--- config.mk ---
export PLATFORM = sky130hd
export DESIGN_NAME = countdown_timer_fsm
export DESIGN_NICKNAME = d
export VERILOG_FILES = /design/src/rtl/countdown_pkg.sv /design/src/rtl/pr_sync_edge.sv /design/src/rtl/countdown_timer_fsm.sv
export SDC_FILE = /design/constraint.sdc
export NUM_CORES = 1
export LEC_CHECK = 0
export BUFFER_PORTS_ARGS = -buffer_cell sky130_fd_sc_hd__buf_2
export CAP_MARGIN = 20
export CORE_MARGIN = 1.5
export CORE_UTILIZATION = 25
export CTS_BUF_LIST = sky130_fd_sc_hd__clkbuf_8
export CTS_CLUSTER_DIAMETER = 60
export DETAILED_ROUTE_END_ITERATION = 6
export PLACE_DENSITY = 0.47
export SLEW_MARGIN = 20
export SYNTH_ARGS = -nofsm -noshare
export SYNTH_HDL_FRONTEND = slang
export SYNTH_HIERARCHICAL = 1
export SYNTH_SLANG_ARGS = --single-unit
--- constraint.sdc ---
create_clock -name CLOCK_50 -period 5.06 [get_ports CLOCK_50]
set_input_delay 0.759 -clock CLOCK_50 [delete_from_list [all_inputs] [get_ports CLOCK_50]]
set_output_delay 0.759 -clock CLOCK_50 [all_outputs]
set_load 0.05 [all_outputs]
--- src/rtl/countdown_pkg.sv ---
// Shared definitions for the countdown timer: FSM state encodings and default tick period.
package countdown_pkg;

  typedef enum logic [1:0] {
    IDLE  = 2'b00,
    RUN   = 2'b01,
    PAUSE = 2'b10,
    DONE  = 2'b11
  } state_e;

  // CLOCK_50 cycles per tick: 1 Hz from a 50 MHz clock.
  localparam int unsigned TH_DEFAULT = 50000000;

endpackage

--- src/rtl/pr_sync_edge.sv ---
// Two-flop synchronizer for an asynchronous level input, followed by a
// single-cycle rising-edge pulse. A held-high input yields exactly one pulse.
module pr_sync_edge (
  input  logic CLOCK_50,
  input  logic RST,
  input  logic din,
  output logic pulse
);

  logic sync1_q;
  logic sync2_q;
  logic sync2_dly_q;

  always_ff @(posedge CLOCK_50 or posedge RST) begin
    if (RST) begin
      sync1_q     <= 1'b0;
      sync2_q     <= 1'b0;
      sync2_dly_q <= 1'b0;
    end else begin
      sync1_q     <= din;
      sync2_q     <= sync1_q;
      sync2_dly_q <= sync2_q;
    end
  end

  assign pulse = sync2_q & ~sync2_dly_q;

endmodule

--- src/rtl/countdown_timer_fsm.sv ---
// Countdown timer: loads LOAD_VAL, decrements once per divided tick to zero,
// paused/resumed by a single key; done is held while parked at zero.
module countdown_timer_fsm
  import countdown_pkg::*;
#(
  parameter int unsigned TH = TH_DEFAULT,
  parameter int unsigned W  = 6
) (
  input  logic         CLOCK_50,
  input  logic         RST,
  input  logic         PR,
  input  logic [W-1:0] LOAD_VAL,
  output logic [W-1:0] CNT_out,
  output logic         tick,
  output logic         done,
  output logic [1:0]   state
);

  localparam int unsigned    DW      = (TH > 1) ? $clog2(TH) : 1;
  localparam logic [DW-1:0]  DIV_MAX = DW'(TH - 1);

  logic          pr_evt;
  state_e        state_q, state_d;
  logic [W-1:0]  cnt_q, cnt_d;
  logic [DW-1:0] div_q, div_d;
  logic          tick_q, tick_d;

  pr_sync_edge u_pr_sync_edge (
    .CLOCK_50 (CLOCK_50),
    .RST      (RST),
    .din      (PR),
    .pulse    (pr_evt)
  );

  always_ff @(posedge CLOCK_50 or posedge RST) begin
    if (RST) begin
      state_q <= IDLE;
      cnt_q   <= '0;
      div_q   <= '0;
      tick_q  <= 1'b0;
    end else begin
      state_q <= state_d;
      cnt_q   <= cnt_d;
      div_q   <= div_d;
      tick_q  <= tick_d;
    end
  end

  always_comb begin
    state_d = state_q;
    cnt_d   = cnt_q;
    div_d   = div_q;
    tick_d  = 1'b0;
    unique case (state_q)
      IDLE: begin
        cnt_d = LOAD_VAL;
        div_d = '0;
        if (pr_evt) begin
          if (LOAD_VAL == '0) state_d = DONE;
          else                state_d = RUN;
        end
      end
      RUN: begin
        // A tick coinciding with a pause request is applied before the
        // pause; reaching zero takes priority over pausing.
        if (div_q == DIV_MAX) begin
          div_d  = '0;
          tick_d = 1'b1;
          if (cnt_q != '0) cnt_d = cnt_q - W'(1);
        end else if (!pr_evt) begin
          div_d = div_q + DW'(1);
        end
        if (cnt_d == '0)  state_d = DONE;
        else if (pr_evt)  state_d = PAUSE;
      end
      PAUSE: begin
        if (pr_evt) state_d = RUN;
      end
      DONE: begin
        cnt_d = '0;
        div_d = '0;
        if (pr_evt) state_d = IDLE;
      end
      default: state_d = IDLE;
    endcase
  end

  assign CNT_out = cnt_q;
  assign tick    = tick_q;
  assign done    = (state_q == DONE);
  assign state   = state_q;

endmodule

---- After elaboration in Yosys (flattened, before gate mapping) ----
Index checks and enable logic that the tools add are counted.
storage, ports and cells
  flip-flop bits (word level) ............. 38
  latch bits .............................. 0
  memory bits (writable) .................. 0
  ROM bits ................................ 0
  input port bits ......................... 9
  output and inout port bits .............. 10
  memories kept ........................... 0
operators by class
  add/sub/neg operators ................... 2
  multiply operators ...................... 0
  divide/modulo/power cells ............... 0
  magnitude comparators ................... 0
  equality and inequality tests ........... 9
  shift-type cells ........................ 0
  multiplexer cells ....................... 16
  bitwise logic cells ..................... 2
  reductions and logical operators ........ 9
operator list
  cell                                                  count
  two-way mux 26 bit                                    2
  case mux 26 bit (2 select lines)                      1
  adder 26 x 1 -> 26 bit (second input constant)        1
  equality test 26 bit (second input constant)          1
  two-way mux 6 bit                                     3
  case mux 6 bit (3 select lines)                       1
  zero test 6 bit                                       2
  two-way mux 2 bit                                     6
  case mux 2 bit (4 select lines)                       1
  != test 3 bit (second input constant)                 2
  nonzero test 6 bit                                    1
  subtractor 6 x 1 -> 6 bit (second input constant)     1
  equality test 2 bit (second input constant)           2
  != test 2 bit (second input constant)                 2
  AND reduction 4 bit                                   1
  nonzero test 3 bit                                    1
  equality test 2 x 1 -> 1 bit (second input constant)  1
  zero test 2 bit                                       1
  two-way mux 1 bit                                     2
  != test 2 x 1 -> 1 bit (second input constant)        1
  AND reduction 2 bit                                   1
  nonzero test 2 bit                                    1
  OR reduction 2 bit                                    1
  bitwise AND 1 bit                                     1
  inverter 1 bit                                        1

---- Logic depth before layout (Yosys ltp) ----
Gate-level depths: netlist of the first run.
  word-level depth ........................ 7
  gate-level depth with buffers ........... 8
  mapped depth without buffers ............ 8

---- Hierarchy ----
Netlist of the first run, hierarchy kept.
modules (own cells, without submodules)
  module               times used  cells each  area an instance (µm²)
  countdown_timer_fsm  1           282         2575.0
  pr_sync_edge         1           5           92.6

---- Worst setup path after synthesis of the first run ----
No wires, ideal clock.
  path type ............................... reg2reg
  start point ............................. register state_q[0] (netlist: state[0])
  end point ............................... register div_q[24]
  library setup time ...................... 123 ps
  arrival time ............................ 2367 ps
  data required time ...................... 4937 ps
  setup slack ............................. 2569 ps
  stages on the path, launching flop included .. 9
  path buffers ............................ 2
  clock period less this slack ............ 2491 ps
  cell sequence ........................... dfrtp_1 inv_1 ha_1 clkbuf_1 nor2b_1 clkbuf_1 nor3_2 and3b_2 mux2i_1
on the way
  word-level cells in the longest chain between the ends .. 4
ends and longest elaborated chain
  element                                                 RTL line                   source
  start: declaration                                      countdown_timer_fsm.sv:23  state_e state_q, state_d;
  start signal: assignment                                countdown_timer_fsm.sv:42  state_q <= state_d;
  equality test 2 bit or zero test 2 bit (tied branches)  countdown_timer_fsm.sv:54  unique case (state_q)
  OR reduction 2 bit (no line)                            n/a
  nonzero test 2 bit (no line)                            n/a
  AND reduction 2 bit (no line)                           n/a
  end signal: assignment                                  countdown_timer_fsm.sv:44  div_q <= div_d;
  end: declaration                                        countdown_timer_fsm.sv:25  logic [DW-1:0] div_q, div_d;
Parallel ways exist; a longest one is shown, timed or not.
A chain may end at the register's enable or synchronous reset.

---- Worst setup path after layout of the first run ----
  start point ............................. register state_q[1] (netlist: state[1])
  end point ............................... register div_q[25]
Same word-level chain as after synthesis.

==> metrics.md, run 1 <==
| Metric | Value |
|---|---|
| Initial drt markers | `101` |
| Crit share post-route | `54.7%` |
| Yosys cell types | `59` |
| Filler Cell Count | `1,067` |
| CP Max Fanout | `21` |
| Final Max Tran Viols | `0` |
| Worst vdd ir | `0.277 mV` |
| GPL Wtd Cong | `0.878` |
| Die area | `11,300 sq um` |
| WL per Instance | `15.9 um` |
| Post-CTS Setup Inserts | `0` |
| IO Pins | `19` |
| Fin Clk Skew | `0.0126 ns` |
| Worst path required time | `5.29 ns` |
| Fin nets | `318` |
| First-pass GRT wire length | `11,800 um` |
| Syn Nets | `304` |
| Die Y | `106 um` |
| Worst reg-to-reg setup slack | `2.29 ns` |
| Wirelength, routed | `6980 um` |
| Nature of the critical path endpoint | `flip-flop` |
| Worst setup path class | `flip-flop to flip-flop` |
| #FFs+latches synth | `38` |
| Synth Instances | `287` |
| DPL Wire Length | `4980 um` |
| Min-delay worst type | `input pin to asynchronous set/reset pin` |
| Area contributors post-synth | `dfrtp_1 36%, nor2_1 4.4%, ha_1 3.8%` |
| Crit start category | `flip-flop` |
| Worst-path clk slew | `0.09 ns` |
| PD cells | `503 nW/um^2` |
| Bufs and invs on worst path | `2` |
| Worst path cell trace | `inv_1 > ha_1 > inv_1 > nand2_1 > nand4_4 > or4_1 > nand2_1` |
| Reg-to-reg critical path endpoint | `div_q[25]` |
| Clk sinks | `38` |
| Share of the synthesized area in the top cell type | `35.6%` |
| Total gr overflow | `0` |
| Relative slew slack | `45.5%` |
| Seq/Total Area, Yosys | `35.6%` |
| Cell Rows | `37` |
| Number of synthesized flops with an enable pin | `0` |
| IO Port Bufs | `18` |
| Root buffer cell | `clkbuf_8` |
| All-Layer GR Usage | `13.2%` |
| Leak Pwr | `1.21 nW` |
| Initial Utilization | `25.8%` |
| Slowest stage delay, CP | `0.70 ns` |
| Drt pass-1 iters | `4` |
| Async set-reset flop share out of synthesis | `100%` |
| FMAX | `361 MHz` |
| Mapped cell area | `2670 sq um` |
| Hold_ws | `0.319 ns` |
| Yosys top cell by area | `dfrtp_1` |
| Synthesis Warnings | `6` |
| Final Setup Violations | `0` |
| CORE AREA | `10,300 sq um` |
| Vias in the first global route | `2,271` |
| Critical path's top delay family | `simple AND/OR/NAND/NOR gates` |
| Post-route minimum period | `2.77 ns` |
| Share of post-route cells with drive strength above 1 | `18.9%` |
| Worst r2r src | `state[1]` |
| CTS max path bufs | `2` |
| ANT nets after route | `0` |
| Initial antenna violation count | `0` |
| Setup_tns | `0 ns` |
| Vias/cell | `5.06` |
| Fin. Hold Viols | `0` |
| Syn avg cell area | `9.29 sq um` |
| Pin count of the biggest net entering global routing | `36` |
| CP arrival | `3.00 ns` |
| RSZ-0062 raised after global routing | `false` |
| Main synth FF type | `dfrtp_1` |
| Slew @ Worst Pin | `0.818 ns` |
| CTS H-Tree Depth | `2` |
| Cts repair resizes | `0` |
| Clock latency on the worst-skew pair | `0.29 ns` |
| Tot Pwr | `1.50 mW` |
| Slowest library cell on the worst path | `ha_1` |
| Reg2Reg Depth | `7` |
| Status | `complete, no violations` |
| Vias post-DR | `2,218` |
| Final Core Density | `28.9%` |
| Antenna cell count | `0` |
| Die X | `106 um` |
| CTS tree | `done` |
| DRC viols | `0` |
| Area growth, synth to finish | `11.7%` |
| CTS Buf Count | `5` |
| Number of max-cap violations | `0` |
| Post-CTS Hold Fix Bufs | `0` |
[registers in the layout, summed over array words and instances, names as in the netlist]
register	cells
CNT_out	6
div_q	26
u_pr_sync_edge/sync1_q	1
u_pr_sync_edge/sync2_dly_q	1
state	2
tick	1
u_pr_sync_edge/sync2_q	1
[synth_stat cells (2+ instances only)]
cell type	instances
nand3_1	9
or3_1	3
a41oi_1	2
nand2b_1	2
a21oi_1	11
and4_2	2
xnor2_1	7
clkbuf_1	10
nor4b_1	4
o31ai_1	4
and4_1	3
nand4_1	8
nor3_1	6
and3_1	2
nor4_2	8
a22oi_1	5
mux2i_1	7
mux2_2	5
dfrtp_1	38
a21o_1	3
inv_1	11
nor3b_1	3
a31oi_1	2
nor2b_1	3
nand2_1	26
o211ai_1	3
o21ai_1	3
o21ai_0	11
and2_1	3
buf_2	2
nor2_1	31
nor4b_4	2
or4_1	4
nand4_4	3
o22ai_1	2
ha_1	8
nor4_1	5
xor2_1	5
[final cells by class]
type                    instances  area [sq um]  share of cell area (%)
flip-flops and latches         38           951                    31.9
inverters                      11          41.3                    1.39
clock buffers                   6          82.6                    2.77
clock inverters                 2          12.5                   0.420
multi-input cells             225          1620                    54.3
well taps                     136           170                    5.71
repair buffers                 20           105                    3.53
[placed cells by master (no fill, tap or decap), drive strengths merged, types with 10 or more instances in the layout]
master / instances
dfrtp: 38
nor2: 31
nand2: 26
buf: 20
o21ai: 14
nor4: 13
inv: 11
a21oi: 11
nand4: 11
nand3: 10
[per-layer routing]
layer	share of wire [%]	routed length [um]	global-route usage, %
met2	48	3330	21.8
met5	0	0	0
met4	1.4	95	3.96
met1	48	3320	17.6
met3	3.3	230	2.08
[worst max path at each step]
stage                        start         to  depth (start not counted)
after detailed placement  state[1]  div_q[25]                          7
after floorplan           state[0]  div_q[24]                          8
after CTS                 state[1]  div_q[25]                          7
after global routing      state[1]  div_q[25]                          7
final                     state[1]  div_q[25]                          7
after global placement    state[1]  div_q[25]                          7
[report_power, final]
group          switching, mW  internal (mW)  total [mW]
clock network          0.116          0.110       0.226
registers             0.0750          0.342       0.417
logic                  0.592          0.264       0.856
total                  0.782          0.716        1.50
[per-stage QoR]
stage / worst slack, ns / instances / instance area [sq um]
floorplan: 2.57 / 287 / 2670
global placement: 2.37 / 430 / 2880
detailed placement: 2.36 / 430 / 2880
CTS: 2.32 / 438 / 2980
global route: 2.08 / 438 / 2980
finish: 2.29 / 438 / 2980
[cell families after synthesis]
logic type / after synthesis / synth area share, %
buffers and inverters: 24 / 3.75
XOR/XNOR: 12 / 3.94
AO/OA/AOI/OAI: 56 / 14.5
adder cells (fa/ha/maj): 8 / 3.75
AND/OR/NAND/NOR: 137 / 33.7
multiplexers: 12 / 4.74
flip-flops: 38 / 35.6
Power figures use the tool's default switching activity.
==> run 2, diff against run 1 <==
--- a/config.mk
+++ b/config.mk
@@ -5,6 +5,7 @@
 export SDC_FILE = /design/constraint.sdc
 export NUM_CORES = 1
 export LEC_CHECK = 0
+export ABC_AREA = 1
 export BUFFER_PORTS_ARGS = -buffer_cell sky130_fd_sc_hd__buf_2
 export CAP_MARGIN = 20
 export CORE_MARGIN = 1.5
==> constraint.sdc (replaced) <==
create_clock -name CLOCK_50 -period 2.6 [get_ports CLOCK_50]
set_input_delay 0.39 -clock CLOCK_50 [delete_from_list [all_inputs] [get_ports CLOCK_50]]
set_output_delay 0.39 -clock CLOCK_50 [all_outputs]
set_load 0.05 [all_outputs]
==> run 2 against run 1 <==
Against the previous run: first-iteration DRC count grew 2.0%; design area shrank 2.4%; via count grew 2.8%; sequential cell count is the same; synthesized cell count grew 23%; count of clock-buffer cells in the layout shrank 1; sequential power grew 87%; worst hold slack lost 0.12 ns; clock skew shrank 0.0096 ns; largest cell class unchanged; largest power group unchanged; highest routed layer unchanged.
==> metrics.md, run 2 <==
| Metric | Value |
|---|---|
| Bufs and invs on worst path | `3` |
| Nature of the critical path endpoint | `flip-flop` |
| Share of post-route cells with drive strength above 1 | `14.2%` |
| CTS tree | `done` |
| ANT nets after route | `0` |
| Worst vdd ir | `0.327 mV` |
| Largest register FFs | `26` |
| Hold path depth | `1` |
| Most frequent cell after synthesis | `nand2_1` |
| CORE AREA | `9820 sq um` |
| Final Setup Violations | `0` |
| Seq/Total Area, Yosys | `37.5%` |
| Vias/cell | `4.46` |
| FMAX | `465 MHz` |
| Critical path's top delay family | `simple AND/OR/NAND/NOR gates` |
| Synth Instances | `353` |
| First-pass GRT wire length | `10,300 um` |
| DPL Wire Length | `4560 um` |
| Fin nets | `395` |
| CTS H-Tree Depth | `2` |
| Fin Clk Skew | `0.00294 ns` |
| Slowest stage delay, CP | `0.45 ns` |
| Crit start category | `flip-flop` |
| Worst r2r src | `state[1]` |
| Leak Pwr | `1.34 nW` |
| Wirelength, routed | `6010 um` |
| Die X | `104 um` |
| CTS Buf Count | `5` |
| Worst path required time | `2.84 ns` |
| Slew @ Worst Pin | `0.479 ns` |
| Yosys cell types | `37` |
| Worst reg-to-reg setup slack | `0.45 ns` |
| Slowest library cell on the worst path | `dfrtp_1` |
| Crit share post-route | `82.8%` |
| Drt pass-1 iters | `4` |
| Clock latency on the worst-skew pair | `0.29 ns` |
| Crit path top cell by count | `inv_1` |
| Hold Path Sink | `u_pr_sync_edge/sync1_q` |
| All-Layer GR Usage | `11.7%` |
| CP Max Fanout | `17` |
| GPL Wtd Cong | `0.819` |
| CP arrival | `2.39 ns` |
| Setup_tns | `0 ns` |
| Cell Rows | `36` |
| Final Max Tran Viols | `0` |
| Min-delay worst type | `input pin to flip-flop` |
| Initial antenna violation count | `0` |
| Status | `complete, no violations` |
| Syn avg cell area | `7.17 sq um` |
| Total gr overflow | `0` |
| Vias in the first global route | `2,189` |
| Post-route minimum period | `2.15 ns` |
| Share of the synthesized area in the top cell type | `37.5%` |
| Die area | `10,700 sq um` |
| Clk sinks | `38` |
| Reg-to-reg critical path endpoint | `div_q[15]` |
| Area contributors post-synth | `dfrtp_1 38%, nand2_1 13%, nor2_1 7.1%` |
| Worst setup path class | `flip-flop to flip-flop` |
| Relative slew slack | `68.0%` |
| Number of synthesized flops with an enable pin | `0` |
| Number of max-cap violations | `0` |
| Pin count of the biggest net entering global routing | `36` |
| IO Pins | `19` |
| Most frequent cells in the layout | `87 x nand2_1, 48 x nor2_1, 43 x inv_1, 38 x dfrtp_1, 22 x nand3_1` |
| Synth cell count leaders | `87 x nand2_1, 48 x nor2_1, 43 x inv_1` |
| Post-CTS Setup Inserts | `0` |
| WL per Instance | `11.7 um` |
| Most common cell after layout, fill and taps aside | `nand2_1` |
| Synthesis Warnings | `6` |
| Main synth FF type | `dfrtp_1` |
| DRC viols | `0` |
| Syn Nets | `370` |
| IO Port Bufs | `18` |
| Root buffer cell | `clkbuf_8` |
| CTS max path bufs | `2` |
| PD cells | `923 nW/um^2` |
| Worst path cell trace | `inv_1 > ha_1 > inv_1 > o21ai_0 > nand2_4 > nand2_2 > inv_2 > nor2_1 > o21a_1` |
| Hold path startpoint | `PR` |
| Die Y | `104 um` |
| Largest reg by FF count | `div_q` |
| Fin. Hold Viols | `0` |
| Reg2Reg Depth | `9` |
| Antenna cell count | `0` |
| Mapped cell area | `2530 sq um` |
| Yosys top cell by area | `dfrtp_1` |
| Worst-path clk slew | `0.08 ns` |
| #FFs+latches synth | `38` |
| RSZ-0062 raised after global routing | `false` |
| Area growth, synth to finish | `14.8%` |
| Vias post-DR | `2,281` |
| Async set-reset flop share out of synthesis | `100%` |
| Hold_ws | `0.200 ns` |
| Initial Utilization | `25.8%` |
| Initial drt markers | `103` |
## run 2: cell count changes in the layout (fill, tap and decap cells not counted), sizes merged, moves of 7 or more
cell,before,now
inv,11,45
nor4,13,2
nor2,31,59
nand2,26,93
nor3,8,16
mux2i,7,0
nand3,10,25
xnor2,7,0
nand4,11,3
## run 2: layer usage
metal  vias to the layer above  wire length (um)  global-route usage, %
li1                       1195                 -                      -
met1                      1038              2960                   16.2
met2                        41              2760                   18.4
met3                         7               214                   1.89
met4                         0                76                   3.97
met5                         -                 0                      0
## run 2: cell families after synthesis
logic type,share of synthesized area [%]
simple gates,36.9
compound gates,12.0
buf+inv,7.86
flops,37.5
fa+ha+maj,3.95
xor+xnor,1.73
## run 2: how the worst max path moves through the flow
stage,slack (ns),startpoint,cells past startpoint,endpoint
2_1_floorplan,0.40,CNT_out[0],13,state[0]
3_3_place_gp,0.52,div_q[0],14,div_q[22]
3_5_place_dp,0.45,state[1],9,div_q[15]
4_1_cts,0.42,state[1],9,div_q[15]
5_1_grt,0.21,div_q[0],14,div_q[22]
6_report,0.45,state[1],9,div_q[15]
## run 2: through the flow
step | cell area [sq um] | total power, mW | utilization [%] | worst slack (ns) | cells
3_5_place_dp | 2790 | 2.20 | 28.4 | 0.452 | 503
5_1_grt | 2910 | 2.92 | 29.6 | 0.207 | 512
6_report | 2910 | 2.68 | 29.6 | 0.448 | 512
2_1_floorplan | 2530 | 1.85 | - | 0.402 | 353
3_3_place_gp | 2790 | 2.20 | 28.4 | 0.518 | 503
4_1_cts | 2910 | 2.73 | 29.6 | 0.419 | 512
## run 2: repair_timing
| action | CTS | global route |
|---|---|---|
| gates resized for setup | 0 | 0 |
| hold buffers | 1 | 0 |
| hold endpoints to repair | 3 | 0 |
## run 2: cell type report
class | instances | area [sq um]
multi-input combinational | 265 | 1380
sequential | 38 | 951
timing repair buffer | 22 | 123
clock inverter | 3 | 40.0
tap | 133 | 166
inverter | 46 | 175
clock buffer | 5 | 68.8
fill | 1118 | 6910
## run 2: where the power goes
part | internal, mW | switching (mW) | leakage (nW)
Clock | 0.283 | 0.225 | 0.0579
Combinational | 0.406 | 0.990 | 0.772
Sequential | 0.678 | 0.102 | 0.507
